### src/rtl/adc_scheduler.sv
`default_nettype none
// +------------------------------------------------------------------+
// | adc_scheduler: frame-start/command sequencer for the serial ADC,  |
// | tags each returned result with the channel it really belongs to.  |
// | Revision: 1.0                                                     |
// +------------------------------------------------------------------+
module adc_scheduler #(
    parameter logic [15:0] DIVISOR = 16'd1000,
    parameter logic [7:0]  TIMEOUT = 8'd64,
    parameter logic        RANGE   = 1'b0,
    parameter logic        CODING  = 1'b0
) (
    input  logic        clk,
    input  logic        reset,
    input  logic        enable,
    input  logic [7:0]  ch_mask,
    input  logic        clr_status,
    input  logic        adc_valid,
    input  logic [11:0] adc_data,
    output logic        pulse,
    output logic [15:0] command,
    output logic [11:0] sample,
    output logic [2:0]  sample_ch,
    output logic        sample_valid,
    output logic        overrun,
    output logic        timeout_err
);

    localparam logic [1:0] C_IDLE      = 2'd0;
    localparam logic [1:0] C_WAIT_TICK = 2'd1;
    localparam logic [1:0] C_ISSUE     = 2'd2;
    localparam logic [1:0] C_WAIT_DONE = 2'd3;

    logic [1:0]  state_q, state_d;
    logic [15:0] cnt_q, cnt_d;
    logic [7:0]  tmo_q, tmo_d;
    logic [2:0]  cur_ch_q, cur_ch_d;
    logic [2:0]  last_ch_q, last_ch_d;
    logic [2:0]  prev_tag_q, prev_tag_d;
    logic        prev_tag_valid_q, prev_tag_valid_d;
    logic        first_q, first_d;
    logic [15:0] command_q, command_d;
    logic [11:0] sample_q, sample_d;
    logic [2:0]  sample_ch_q, sample_ch_d;
    logic        sample_valid_q, sample_valid_d;
    logic        overrun_q, overrun_d;
    logic        timeout_err_q, timeout_err_d;

    logic        w_tick;
    logic [2:0]  w_start;
    logic [2:0]  w_idx;
    logic [2:0]  w_pick;
    logic        w_found;

    assign w_tick = enable && (cnt_q == DIVISOR - 16'd1);

    // Round-robin search: begins just after the last served channel, or at 0 on the first pick.
    always_comb begin
        w_start = first_q ? 3'd0 : last_ch_q + 3'd1;
        w_pick  = 3'd0;
        w_found = 1'b0;
        w_idx   = 3'd0;
        for (int i = 0; i < 8; i++) begin
            w_idx = w_start + 3'(i);
            if (!w_found && ch_mask[w_idx]) begin
                w_pick  = w_idx;
                w_found = 1'b1;
            end
        end
    end

    always_comb begin
        state_d          = state_q;
        cnt_d            = cnt_q;
        tmo_d            = tmo_q;
        cur_ch_d         = cur_ch_q;
        last_ch_d        = last_ch_q;
        prev_tag_d       = prev_tag_q;
        prev_tag_valid_d = prev_tag_valid_q;
        first_d          = first_q;
        command_d        = command_q;
        sample_d         = sample_q;
        sample_ch_d      = sample_ch_q;
        sample_valid_d   = 1'b0;

        if (!enable || w_tick) begin
            cnt_d = 16'd0;
        end else begin
            cnt_d = cnt_q + 16'd1;
        end

        // Set beats clear when both land in the same cycle.
        overrun_d     = (overrun_q && !clr_status) ||
                        (w_tick && (state_q == C_ISSUE || state_q == C_WAIT_DONE));
        timeout_err_d = timeout_err_q && !clr_status;

        case (state_q)
            C_IDLE: begin
                prev_tag_valid_d = 1'b0;
                first_d          = 1'b1;
                if (enable) begin
                    state_d = C_WAIT_TICK;
                end
            end
            C_WAIT_TICK: begin
                if (!enable) begin
                    state_d = C_IDLE;
                end else if (w_tick && w_found) begin
                    cur_ch_d  = w_pick;
                    first_d   = 1'b0;
                    command_d = {1'b1, 1'b0, 1'b0, w_pick, 2'b11, 1'b0, 1'b0,
                                 RANGE, CODING, 4'b0000};
                    state_d   = C_ISSUE;
                end
            end
            C_ISSUE: begin
                tmo_d   = 8'd1;
                state_d = C_WAIT_DONE;
            end
            default: begin
                if (adc_valid) begin
                    // This result answers the previous frame's command, not the current one.
                    if (prev_tag_valid_q) begin
                        sample_d       = adc_data;
                        sample_ch_d    = prev_tag_q;
                        sample_valid_d = 1'b1;
                    end
                    prev_tag_d       = cur_ch_q;
                    prev_tag_valid_d = 1'b1;
                    last_ch_d        = cur_ch_q;
                    state_d          = enable ? C_WAIT_TICK : C_IDLE;
                end else if (tmo_q == TIMEOUT - 8'd1) begin
                    timeout_err_d    = 1'b1;
                    prev_tag_valid_d = 1'b0;
                    state_d          = enable ? C_WAIT_TICK : C_IDLE;
                end else begin
                    tmo_d = tmo_q + 8'd1;
                end
            end
        endcase
    end

    always_ff @(posedge clk or posedge reset) begin
        if (reset) begin
            state_q          <= C_IDLE;
            cnt_q            <= 16'd0;
            tmo_q            <= 8'd0;
            cur_ch_q         <= 3'd0;
            last_ch_q        <= 3'd0;
            prev_tag_q       <= 3'd0;
            prev_tag_valid_q <= 1'b0;
            first_q          <= 1'b0;
            command_q        <= 16'h0000;
            sample_q         <= 12'd0;
            sample_ch_q      <= 3'd0;
            sample_valid_q   <= 1'b0;
            overrun_q        <= 1'b0;
            timeout_err_q    <= 1'b0;
        end else begin
            state_q          <= state_d;
            cnt_q            <= cnt_d;
            tmo_q            <= tmo_d;
            cur_ch_q         <= cur_ch_d;
            last_ch_q        <= last_ch_d;
            prev_tag_q       <= prev_tag_d;
            prev_tag_valid_q <= prev_tag_valid_d;
            first_q          <= first_d;
            command_q        <= command_d;
            sample_q         <= sample_d;
            sample_ch_q      <= sample_ch_d;
            sample_valid_q   <= sample_valid_d;
            overrun_q        <= overrun_d;
            timeout_err_q    <= timeout_err_d;
        end
    end

    assign pulse        = (state_q == C_ISSUE);
    assign command      = command_q;
    assign sample       = sample_q;
    assign sample_ch    = sample_ch_q;
    assign sample_valid = sample_valid_q;
    assign overrun      = overrun_q;
    assign timeout_err  = timeout_err_q;

endmodule
`default_nettype wire

### config.mk
export PLATFORM = sky130hd
export DESIGN_NAME = adc_scheduler
export DESIGN_NICKNAME = d
export VERILOG_FILES = /design/src/rtl/adc_scheduler.sv
export SDC_FILE = /design/constraint.sdc
export NUM_CORES = 1
export LEC_CHECK = 0
export BUFFER_PORTS_ARGS = -buffer_cell sky130_fd_sc_hd__buf_2
export CORE_MARGIN = 2
export CORE_UTILIZATION = 51
export DETAILED_ROUTE_END_ITERATION = 8
export GPL_TIMING_DRIVEN = 1
export PLACE_DENSITY = 0.77
export SKIP_CTS_REPAIR_TIMING = 1
export SYNTH_ARGS = -nofsm -noshare
export SYNTH_HDL_FRONTEND = slang
export SYNTH_SLANG_ARGS = --single-unit
### constraint.sdc
create_clock -name clk -period 2.65 [get_ports clk]
set_input_delay 0.6625 -clock clk [delete_from_list [all_inputs] [get_ports clk]]
set_output_delay 0.6625 -clock clk [all_outputs]
set_load 0.01 [all_outputs]
* Word-level counts from Yosys, hierarchy flattened *
Cells that the tools add are included.

word-level totals
  flip-flop bits (word level) = 58
  output and inout port bits = 35
  logic and storage cells = 139

cells by class
  add/sub/neg operators = 10
  magnitude comparators = 8
  equal/unequal tests = 11
  multiplexer cells = 56
  bitwise gates (word level) = 3
  reductions and logical operators = 38

operator list
  operator                                                                       count
  3-bit by 4-bit less-than comparator with 1-bit output (second input constant)  8
  1-bit 2-to-1 mux                                                               27
  3-bit 2-to-1 mux                                                               9
  1-bit binary-select mux with 3-bit select                                      8
  16-bit by 1-bit adder with 16-bit output (second input constant)               1
  16-bit by 10-bit equality test with 1-bit output (second input constant)       1
  16-bit 2-to-1 mux                                                              1
  8-bit 2-to-1 mux                                                               2
  8-bit one-hot mux with 2 select lines                                          1
  3-bit AND reduction                                                            5
  3-bit adder (second input constant)                                            4
  1-bit logical AND                                                              12
  2-bit 2-to-1 mux                                                               5
  1-bit logical NOT                                                              9
  8-bit by 1-bit adder with 8-bit output (second input constant)                 1
  8-bit by 6-bit equality test with 1-bit output (second input constant)         1
  2-bit != test (second input constant)                                          4
  3-bit by 1-bit adder with 3-bit output (second input constant)                 2
  3-bit by 2-bit adder with 3-bit output (second input constant)                 2
  2-bit one-hot mux with 3 select lines                                          1
  5-bit nonzero test                                                             1
  2-bit equality test (second input constant)                                    2
  1-bit one-hot mux with 2 select lines                                          2
  2-bit AND reduction                                                            2
  10 further kinds                                                               15

* Longest topological paths before layout *
Gate-level depths: netlist (run 1).

  depth in word-level cells = 30
  mapped depth = 11

* Least setup slack after synthesis (run 1) *
Ideal clock, no wire load.

  path kind = register to register
  start = register prev_tag_q[0] (netlist name)
  end = register cur_ch_q[0]
  data arrival time = 2.761 ns
  setup slack = -0.229 ns
  stages on the path, launching flop included = 12
  path buffers = 1
  period minus slack after synthesis = 2.879 ns
  path through = dfrtp_1 ha_1 and2b_2 xnor2_1 and2_1 buf_6 mux4_2 nor2b_1 and3_4 nor3b_4 o211ai_1 o21a_1

RTL lines
  item                  RTL line  RTL
  end signal, assigned  163       cur_ch_q <= cur_ch_d;
  end, declared         37        logic [2:0] cur_ch_q, cur_ch_d;

==> results of run 1 <==
-- worst reg2reg max path: stages, from the launching register on --
cell      delay, ns
dfrtp_2        0.46
buf_6          0.14
or3b_4         0.38
and2_4         0.16
mux4_2         0.51
nand4_2        0.12
and4b_4        0.20
and3_4         0.18
nor3b_4        0.28
o211ai_1       0.13
o21a_1         0.12
-- how the worst max path moves through the flow --
stage	start	to	slack, ns	depth (start not counted)
after floorplan	prev_tag_q[1]$_DFFE_PP0P_	cur_ch_q[0]$_DFFE_PP0P_	-0.18	11
after global placement	ch_mask[1]	cur_ch_q[0]$_DFFE_PP0P_	-0.27	10
after detailed placement	ch_mask[5]	cur_ch_q[0]$_DFFE_PP0P_	-0.29	10
after CTS	prev_tag_q[0]$_DFFE_PP0P_	cur_ch_q[0]$_DFFE_PP0P_	-0.23	10
after global routing	prev_tag_q[0]$_DFFE_PP0P_	cur_ch_q[0]$_DFFE_PP0P_	-0.29	10
final	prev_tag_q[0]$_DFFE_PP0P_	cur_ch_q[0]$_DFFE_PP0P_	-0.14	10
-- registers in the layout, summed over array words and instances, names as in the netlist --
register          flops
command               2
cur_ch_q              2
tmo_q                 8
prev_tag_q            3
sample               12
prev_tag_valid_q      1
state_q               2
sample_valid          1
first_q               1
cnt_q                16
timeout_err           1
overrun               1
sample_ch             3
-- power by group through the flow --
stage | clock network (mW) | registers, mW | logic [mW]
after floorplan | 0 | 0.926 | 0.303
after global placement | 0 | 0.936 | 0.376
after detailed placement | 0 | 0.939 | 0.395
after CTS | 0.564 | 0.923 | 0.397
after global routing | 0.592 | 0.934 | 0.462
final | 0.555 | 0.925 | 0.398
-- cell type report --
type                       count  area share [%]
clock buffer                   5           1.687
sequential                    53           32.58
timing repair buffer          91           13.83
clock inverter                 3           1.135
inverter                      14           1.288
tap                           77           2.362
multi-input combinational    267           47.12
-- routing by layer --
layer / vias up / wire [um] / GRT usage (%)
met2: 65 / 3688 / 36.72
met1: 1345 / 3213 / 27.85
li1: 1374 / - / -
met5: - / 0 / 0
met3: 12 / 347 / 3.210
met4: 0 / 126 / 5.916
-- placed cells by master, fill, tap and decap left out, drive strengths merged, types with 8 or more instances in the layout --
cell / instances
buf: 91
dfrtp: 53
nor2: 39
o21ai: 21
nand2: 20
mux2: 18
nand3: 17
a21oi: 16
mux2i: 16
inv: 14
conb: 10
xnor2: 10
xor2: 9
nor2b: 8
ha: 8
-- logic make-up after synthesis --
group | Yosys count | share of synthesized area (%)
and+or+nand+nor | 130 | 20.59
AOI/OAI and AO/OA | 61 | 10.91
DFF | 53 | 39.19
buffers and inverters | 40 | 6.654
muxes | 38 | 13.75
xor gates and xnor gates | 20 | 5.841
adders and majority gates | 8 | 2.958
other | 1 | 0.1108
==> qor.csv, run 1 <==
metric,value,unit
status,finished with violations,
violations,setup timing,
grt_pass1_vias,2771,
grt_use_total,21.27,%
yosys_warnings,0,
yosys_register_bits,53,
chipWidth,85.47,um
routed_wl,7376,um
slowest_stage,mux4_2,
power_frac_seq,49.3,%
coreArea,6386,um^2
die_area,7304,um^2
setup_viol,6,
maxCapViolCount,0,
tns,-0.6037,ns
p_comb_share,21.2,%
skew,0.01054,ns
synth_seq_area_share,39.19,%
fillerInstances,504,
multi_input_area,1922,um^2
hold_violations,0,
cts.path.max_buffers,2,
vias_per_cell,5.482,
p_sw,0.5535,mW
intPower,1.324,mW
register_area,1329,um^2
worst_hold_slack,0.4965,ns
clk_pin_slew,0.10,ns
antenna_cells,0,
r2r-end,cur_ch_q[0]$_DFFE_PP0P_,
die_y,85.47,um
grt_max_degree,54,
grt_overflow,0,
final_util,63.87,%
slowest_delay,0.51,ns
path_cells,"buf_6, or3b_4, and2_4, mux4_2, nand4_2, and4b_4, and3_4, nor3b_4, o211ai_1, o21a_1",
drive_above_1_share,34.87,%
dr.first_iter.drc_count,130,
synth_edf_count,0,
layout.nets,465,
start_kind,flip-flop,
power_frac_clock,29.5,%
gp_congestion,0.9380,
final_cells,510,
synth_area,3384,um^2
rows,29,
vdd_drop_max,0.6741,mV
synth_area_leaders,"dfrtp_1 (39%), mux2_2 (6.0%), mux2i_1 (4.4%)",
synth.avg_cell_area,9.642,um^2
grt_pass1_wl,12520,um
synthDominantCellAreaShare,39.19,%
yosysTopAreaCell,dfrtp_1,
rsz0062_at_grt,yes,
cts_tree,built,
hold_path_class,input pin to async pin,
worstPathRequired,2.85,ns
clkSinkCount,53,
slew_headroom,56.92,%
worstSetupEndpointType,flip-flop,
slew_viol_final,0,
p_per_area,460.3,nW/um^2
start_util,53.00,%
crit_buf_inv,1,
cp.arrival,2.99,ns
synthTopCellsByCount,"dfrtp_1 (53), nor2_1 (38), nand2_1 (20)",
wl_per_cell,14.46,um
critPathKind,flip-flop to flip-flop,
antenna_found_initial,0,
vias,2796,
setup_slack,-0.1384,ns
first_pass_iters,4,
final.period_utilization,105.2,%
rr_startpoint,prev_tag_q[0]$_DFFE_PP0P_,
yosysMostFrequentCell,dfrtp_1,
clock_latency,0.31,ns
ios,60,
fin_crit,2.788,ns
ys_types,57,
switching_share,29.48,%
ys_async_sr_fraction,100.0,%
total_power,1.877,mW
port_buffers,49,
fin_area,4079,um^2
h-tree-depth,2,
synthToLayoutAreaGrowth,20.52,%
p_leak,1.960,nW
dpl.cell_count,501,
postRouteAntennaNets,0,
critPathTopFamily,simple AND/OR/NAND/NOR gates,
place_area,3910,um^2
cts_buffers,5,
synth-main-ff-cell,dfrtp_1,
crit_fanout,6,
r2r_setup_slack,-0.14,ns
dp_slack,-0.2893,ns
syn_inst,351,
max_freq,358.6,MHz
drc,0,
r2r_cells,10,
dp_hpwl,5656,um
worst_pin_slew,0.6462,ns
root_buffer,clkbuf_8,
Power figures use the tool's default switching activity.
==> run 2: changes to the inputs <==
--- a/config.mk
+++ b/config.mk
@@ -7,10 +7,11 @@
 export LEC_CHECK = 0
 export BUFFER_PORTS_ARGS = -buffer_cell sky130_fd_sc_hd__buf_2
 export CORE_MARGIN = 2
-export CORE_UTILIZATION = 51
+export CORE_UTILIZATION = 61
+export CTS_BUF_LIST = sky130_fd_sc_hd__clkbuf_16
 export DETAILED_ROUTE_END_ITERATION = 8
 export GPL_TIMING_DRIVEN = 1
-export PLACE_DENSITY = 0.77
+export PLACE_DENSITY = 0.86
 export SKIP_CTS_REPAIR_TIMING = 1
 export SYNTH_ARGS = -nofsm -noshare
 export SYNTH_HDL_FRONTEND = slang
==> constraint.sdc (replaced) <==
create_clock -name clk -period 3.4 [get_ports clk]
set_input_delay 0.85 -clock clk [delete_from_list [all_inputs] [get_ports clk]]
set_output_delay 0.85 -clock clk [all_outputs]
set_load 0.01 [all_outputs]
==> run 2 against run 1 <==
The flow now finishes without violations. Sequential power down 22%. Global-route usage rose by 2.9 points. Setup slack improved by 0.45 ns. Critical path type unchanged. Largest power group unchanged.
==> qor.csv, run 2 (synthesis gave the netlist of run 1 again) <==
metric,value,unit,change
drive_above_1_share,25.06,%,-9.8 points
largest_register_ffs,16,,unchanged
h-tree-depth,2,,unchanged
routed_wl,7226,um,-2.0%
dpl.cell_count,459,,-8.4%
slowest_delay,0.58,ns,+0.07 ns
chipWidth,78.49,um,-8.2%
layout_commonest_cell,dfrtp_1,,
antenna_cells,0,,unchanged
worstSetupEndpoint,cur_ch_q[0]$_DFFE_PP0P_,,
die_y,78.49,um,-8.2%
antenna_found_initial,0,,unchanged
dp_hpwl,5274,um,-6.8%
critPathKind,flip-flop to flip-flop,,
final_cells,467,,-8.4%
hold_violations,0,,unchanged
fin_area,3765,um^2,-7.7%
synthToLayoutAreaGrowth,11.24,%,
drc,0,,unchanged
rsz0062_at_grt,no,,
final.period_utilization,90.97,%,-14 points
cts_buffers,5,,unchanged
grt_overflow,0,,unchanged
coreArea,5439,um^2,-15%
slowest_stage,mux4_2,,
wl_per_cell,15.47,um,+7.0%
rr_startpoint,prev_tag_q[1]$_DFFE_PP0P_,,
start_kind,flip-flop,,
start_util,62.23,%,+9.2 points
final_util,69.22,%,+5.3 points
maxCapViolCount,0,,unchanged
worstPathRequired,3.58,ns,+0.73 ns
vdd_drop_max,0.3864,mV,-43%
max_freq,323.3,MHz,-9.8%
layout.nets,427,,-8.2%
place_area,3611,um^2,-7.6%
dr.first_iter.drc_count,207,,+59%
gp_congestion,0.9218,,-1.7%
postRouteAntennaNets,0,,unchanged
vias,2741,,-2.0%
grt_max_degree,54,,unchanged
p_leak,1.781,nW,-9.1%
clock_latency,0.29,ns,-0.02 ns
crit_fanout,8,,+2
skew,0.005707,ns,-0.004828 ns
grt_pass1_wl,11830,um,-5.5%
dp_slack,0.1650,ns,+0.4543 ns
total_power,1.542,mW,-18%
cp-startpoint,prev_tag_q[1]$_DFFE_PP0P_,,
cts.path.max_buffers,2,,unchanged
grt_pass1_vias,2581,,-6.9%
cts_tree,built,,
port_buffers,49,,unchanged
ios,60,,unchanged
cp.arrival,3.28,ns,+0.29 ns
hold_path_class,flip-flop to flip-flop,,
worst_hold_slack,0.5023,ns,+0.005859 ns
first_pass_iters,4,,unchanged
r2r-end,cur_ch_q[0]$_DFFE_PP0P_,,
slew_viol_final,0,,unchanged
fin_crit,3.093,ns,+0.3045 ns
setup_slack,0.3072,ns,+0.4455 ns
slew_headroom,28.26,%,-29 points
grt_use_total,24.22,%,+2.9 points
path_cells,"ha_1, and2b_2, xnor2_1, and2_1, mux4_2, nor2b_1, and3_4, nor3b_4, o211ai_1, o21a_1",,
r2r_cells,10,,unchanged
root_buffer,clkbuf_16,,
tns,0,ns,+0.6037 ns
layout_common_cells,"dfrtp_1 (53), buf_2 (49), nor2_1 (38)",,
setup_viol,0,,-6
largest-register,cnt_q,,
rows,27,,-6.9%
r2r_setup_slack,0.31,ns,+0.45 ns
clk_pin_slew,0.07,ns,-0.03 ns
worst_pin_slew,1.075,ns,+0.4283 ns
worstSetupEndpointType,flip-flop,,
vias_per_cell,5.869,,+7.1%
clkSinkCount,53,,unchanged
p_per_area,409.6,nW/um^2,-11%
status,completed,,
die_area,6160,um^2,-16%
## run 2: cell count changes in the layout (fill, tap and decap cells not counted), moves of 3 or more
cell,before,now
or3b_4,3,0
clkbuf_16,0,5
or3b_1,0,3
buf_4,41,4
clkbuf_8,5,0
## run 2: final cells by class
| type | instances | area (um^2) |
|---|---|---|
| Multi-Input combinational cell | 267 | 1867 |
| Fill cell | 441 | 1674 |
| Sequential cell | 53 | 1326 |
| Timing Repair Buffer | 53 | 275.3 |
| Clock buffer | 5 | 125.1 |
| Tap cell | 72 | 90.09 |
| Inverter | 14 | 52.55 |
| Clock inverter | 3 | 28.78 |
## run 2: where the power goes
part	switching [mW]	leakage (nW)	total [mW]	internal [mW]
sequential	0.0478	0.701	0.722	0.674
clock	0.241	0.0763	0.524	0.282
combinational	0.174	1.00	0.296	0.122
## run 2: worst max-delay path, delay by kind of cell, from the launching register on
| kind | cells | cell delay, ns |
|---|---|---|
| AND/OR/NAND/NOR | 5 | 1.14 |
| XOR/XNOR | 1 | 0.16 |
| flip-flops | 1 | 0.45 |
| multiplexers | 1 | 0.58 |
| adder cells (fa/ha/maj) | 1 | 0.35 |
| AO/OA/AOI/OAI | 2 | 0.29 |
## run 2: layer usage
layer  up-vias  part of all wire [%]  GRT usage (%)
met5         -                     0              0
met2        99                    49          40.60
met1      1325                    45          32.20
met3        18                   4.9          4.253
li1       1299                     -              -
met4         0                   1.6          7.544
## run 2: worst min-delay path by stage
| stage | startpoint | endpoint | cells past startpoint |
|---|---|---|---|
| after floorplan | cnt_q[0]$_DFF_PP0_ | cnt_q[0]$_DFF_PP0_ | 1 |
| after global placement | cnt_q[0]$_DFF_PP0_ | cnt_q[0]$_DFF_PP0_ | 1 |
| after detailed placement | sample[8]$_DFFE_PP0P_ | sample[8]$_DFFE_PP0P_ | 1 |
| after CTS | sample[8]$_DFFE_PP0P_ | sample[8]$_DFFE_PP0P_ | 1 |
| after global routing | sample[8]$_DFFE_PP0P_ | sample[8]$_DFFE_PP0P_ | 1 |
| final | sample[8]$_DFFE_PP0P_ | sample[8]$_DFFE_PP0P_ | 1 |
==> run 3: changes to the inputs <==
--- a/config.mk
+++ b/config.mk
@@ -6,7 +6,6 @@
 export NUM_CORES = 1
 export LEC_CHECK = 0
 export BUFFER_PORTS_ARGS = -buffer_cell sky130_fd_sc_hd__buf_2
-export CORE_MARGIN = 2
 export CORE_UTILIZATION = 61
 export CTS_BUF_LIST = sky130_fd_sc_hd__clkbuf_16
 export DETAILED_ROUTE_END_ITERATION = 8
==> run 3 against run 2 <==
First-iteration DRC count increased by 27%. Clock skew decreased by 0.00092 ns. Critical path depth unchanged. Largest power group unchanged. Routed wire length decreased by 0.89%. Clock-buffer cell count stayed put. Setup slack got worse by 0.081 ns.
==> qor.csv, run 3 (synthesis gave the netlist of run 1 again) <==
metric,value,unit,change
status,completed,,
layout_commonest_cell,dfrtp_1,,
cts.path.max_buffers,2,,unchanged
critPathTopFamily,simple AND/OR/NAND/NOR gates,,
place_area,3608,um^2,about the same
hp-start,cnt_q[0]$_DFF_PP0_,,
chipWidth,76.49,um,-2.5%
p_per_area,418.9,nW/um^2,+2.2%
cp.arrival,3.36,ns,+0.08 ns
fillerInstances,396,,-10%
tns,0,ns,unchanged
grt_pass1_wl,11980,um,+1.2%
rr_startpoint,prev_tag_q[1]$_DFFE_PP0P_,,
worst_pin_slew,1.060,ns,-0.01415 ns
vias,2744,,+0.11%
fin_crit,3.174,ns,+0.08097 ns
drc,0,,unchanged
critPathKind,flip-flop to flip-flop,,
clock_latency,0.29,ns,about the same
worstSetupEndpointType,flip-flop,,
cts_tree,built,,
antenna_cells,0,,unchanged
vdd_drop_max,0.3682,mV,-4.7%
hold_path_class,flip-flop to flip-flop,,
layout_common_cells,"dfrtp_1 (53), buf_2 (49), nor2_1 (38)",,
start_kind,flip-flop,,
coreArea,5238,um^2,-3.7%
maxCapViolCount,0,,unchanged
p_leak,1.790,nW,+0.54%
drive_above_1_share,25.06,%,unchanged
start_util,64.62,%,+2.4 points
grt_use_total,26.09,%,+1.9 points
dp_hpwl,5267,um,-0.14%
die_area,5850,um^2,-5.0%
clk_pin_slew,0.07,ns,about the same
skew,0.004791,ns,-0.0009169 ns
largest-register,cnt_q,,
vias_per_cell,5.901,,+0.54%
hold_violations,0,,unchanged
grt_pass1_vias,2522,,-2.3%
slew_viol_final,0,,unchanged
synthToLayoutAreaGrowth,11.61,%,
first_pass_iters,4,,unchanged
gp_congestion,0.9471,,+2.7%
total_power,1.582,mW,+2.6%
grt_max_degree,54,,unchanged
root_buffer,clkbuf_16,,
layout.nets,427,,unchanged
antenna_found_initial,0,,unchanged
worstPathRequired,3.59,ns,about the same
dr.first_iter.drc_count,262,,+27%
slowest_stage,mux4_2,,
wl_per_cell,15.40,um,-0.46%
rows,26,,-3.7%
cp-startpoint,prev_tag_q[1]$_DFFE_PP0P_,,
setup_viol,0,,unchanged
max_freq,315.1,MHz,-2.6%
path_cells,"ha_1, and2b_2, xnor2_1, and2_2, mux4_2, nor2b_1, and3_4, nor3b_4, o211ai_1, o21a_1",,
port_buffers,49,,unchanged
cts_buffers,5,,unchanged
final.period_utilization,93.35,%,+2.4 points
largest_register_ffs,16,,unchanged
crit_buf_inv,0,,unchanged
grt_overflow,0,,unchanged
clkSinkCount,53,,unchanged
fin_area,3777,um^2,+0.33%
h-tree-depth,2,,unchanged
slowest_delay,0.59,ns,about the same
die_y,76.49,um,-2.5%
routed_wl,7162,um,-0.89%
crit_fanout,8,,unchanged
postRouteAntennaNets,0,,unchanged
ios,60,,unchanged
rsz0062_at_grt,no,,
slew_headroom,29.20,%,+0.94 points
## run 3: per-layer routing
metal	global-route usage (%)	vias to the layer above	wire (um)
li1	-	1304	-
met1	36.14	1324	3174
met2	41.71	103	3430
met3	3.832	13	415
met4	9.423	0	141
met5	0	-	0
## run 3: cell type report
class / count / area [um^2] / area share [%]
flip-flops and latches: 53 / 1326 / 35.11
clock buffers: 5 / 125.1 / 3.312
clock inverters: 3 / 42.54 / 1.126
multi-input cells: 267 / 1868 / 49.45
repair buffers: 53 / 275.3 / 7.287
well taps: 70 / 87.58 / 2.319
inverters: 14 / 52.55 / 1.391
## run 3: path summary, 6_finish.rpt
check                                               end  slack (ns)  cells after the start
worst max-delay path            cur_ch_q[0]$_DFFE_PP0P_        0.23                     10
worst min-delay path                 cnt_q[0]$_DFF_PP0_        0.49                      1
worst max register to register  cur_ch_q[0]$_DFFE_PP0P_        0.23                     10
worst min register to register       cnt_q[0]$_DFF_PP0_        0.49                      1
max in group asynchronous           cnt_q[11]$_DFF_PP0_        1.91                      2
min in group asynchronous        sample[11]$_DFFE_PP0P_        0.82                      2
## run 3: power breakdown
part,internal (mW),switching [mW]
Clock,0.346,0.223
Sequential,0.675,0.0469
Combinational,0.123,0.169
Total,1.14,0.439
## run 3: through the flow
stage                     util (%)  setup WS, ns  hold slack [ns]  cells
after global routing         72.12       0.06278           0.5180    465
after detailed placement     68.90        0.1849           0.4837    457
after global placement       68.90        0.2291           0.4733    457
after floorplan                  -        0.4468           0.4549    360
final                        72.12        0.2262           0.4931    465
after CTS                    72.10        0.1863           0.4928    465
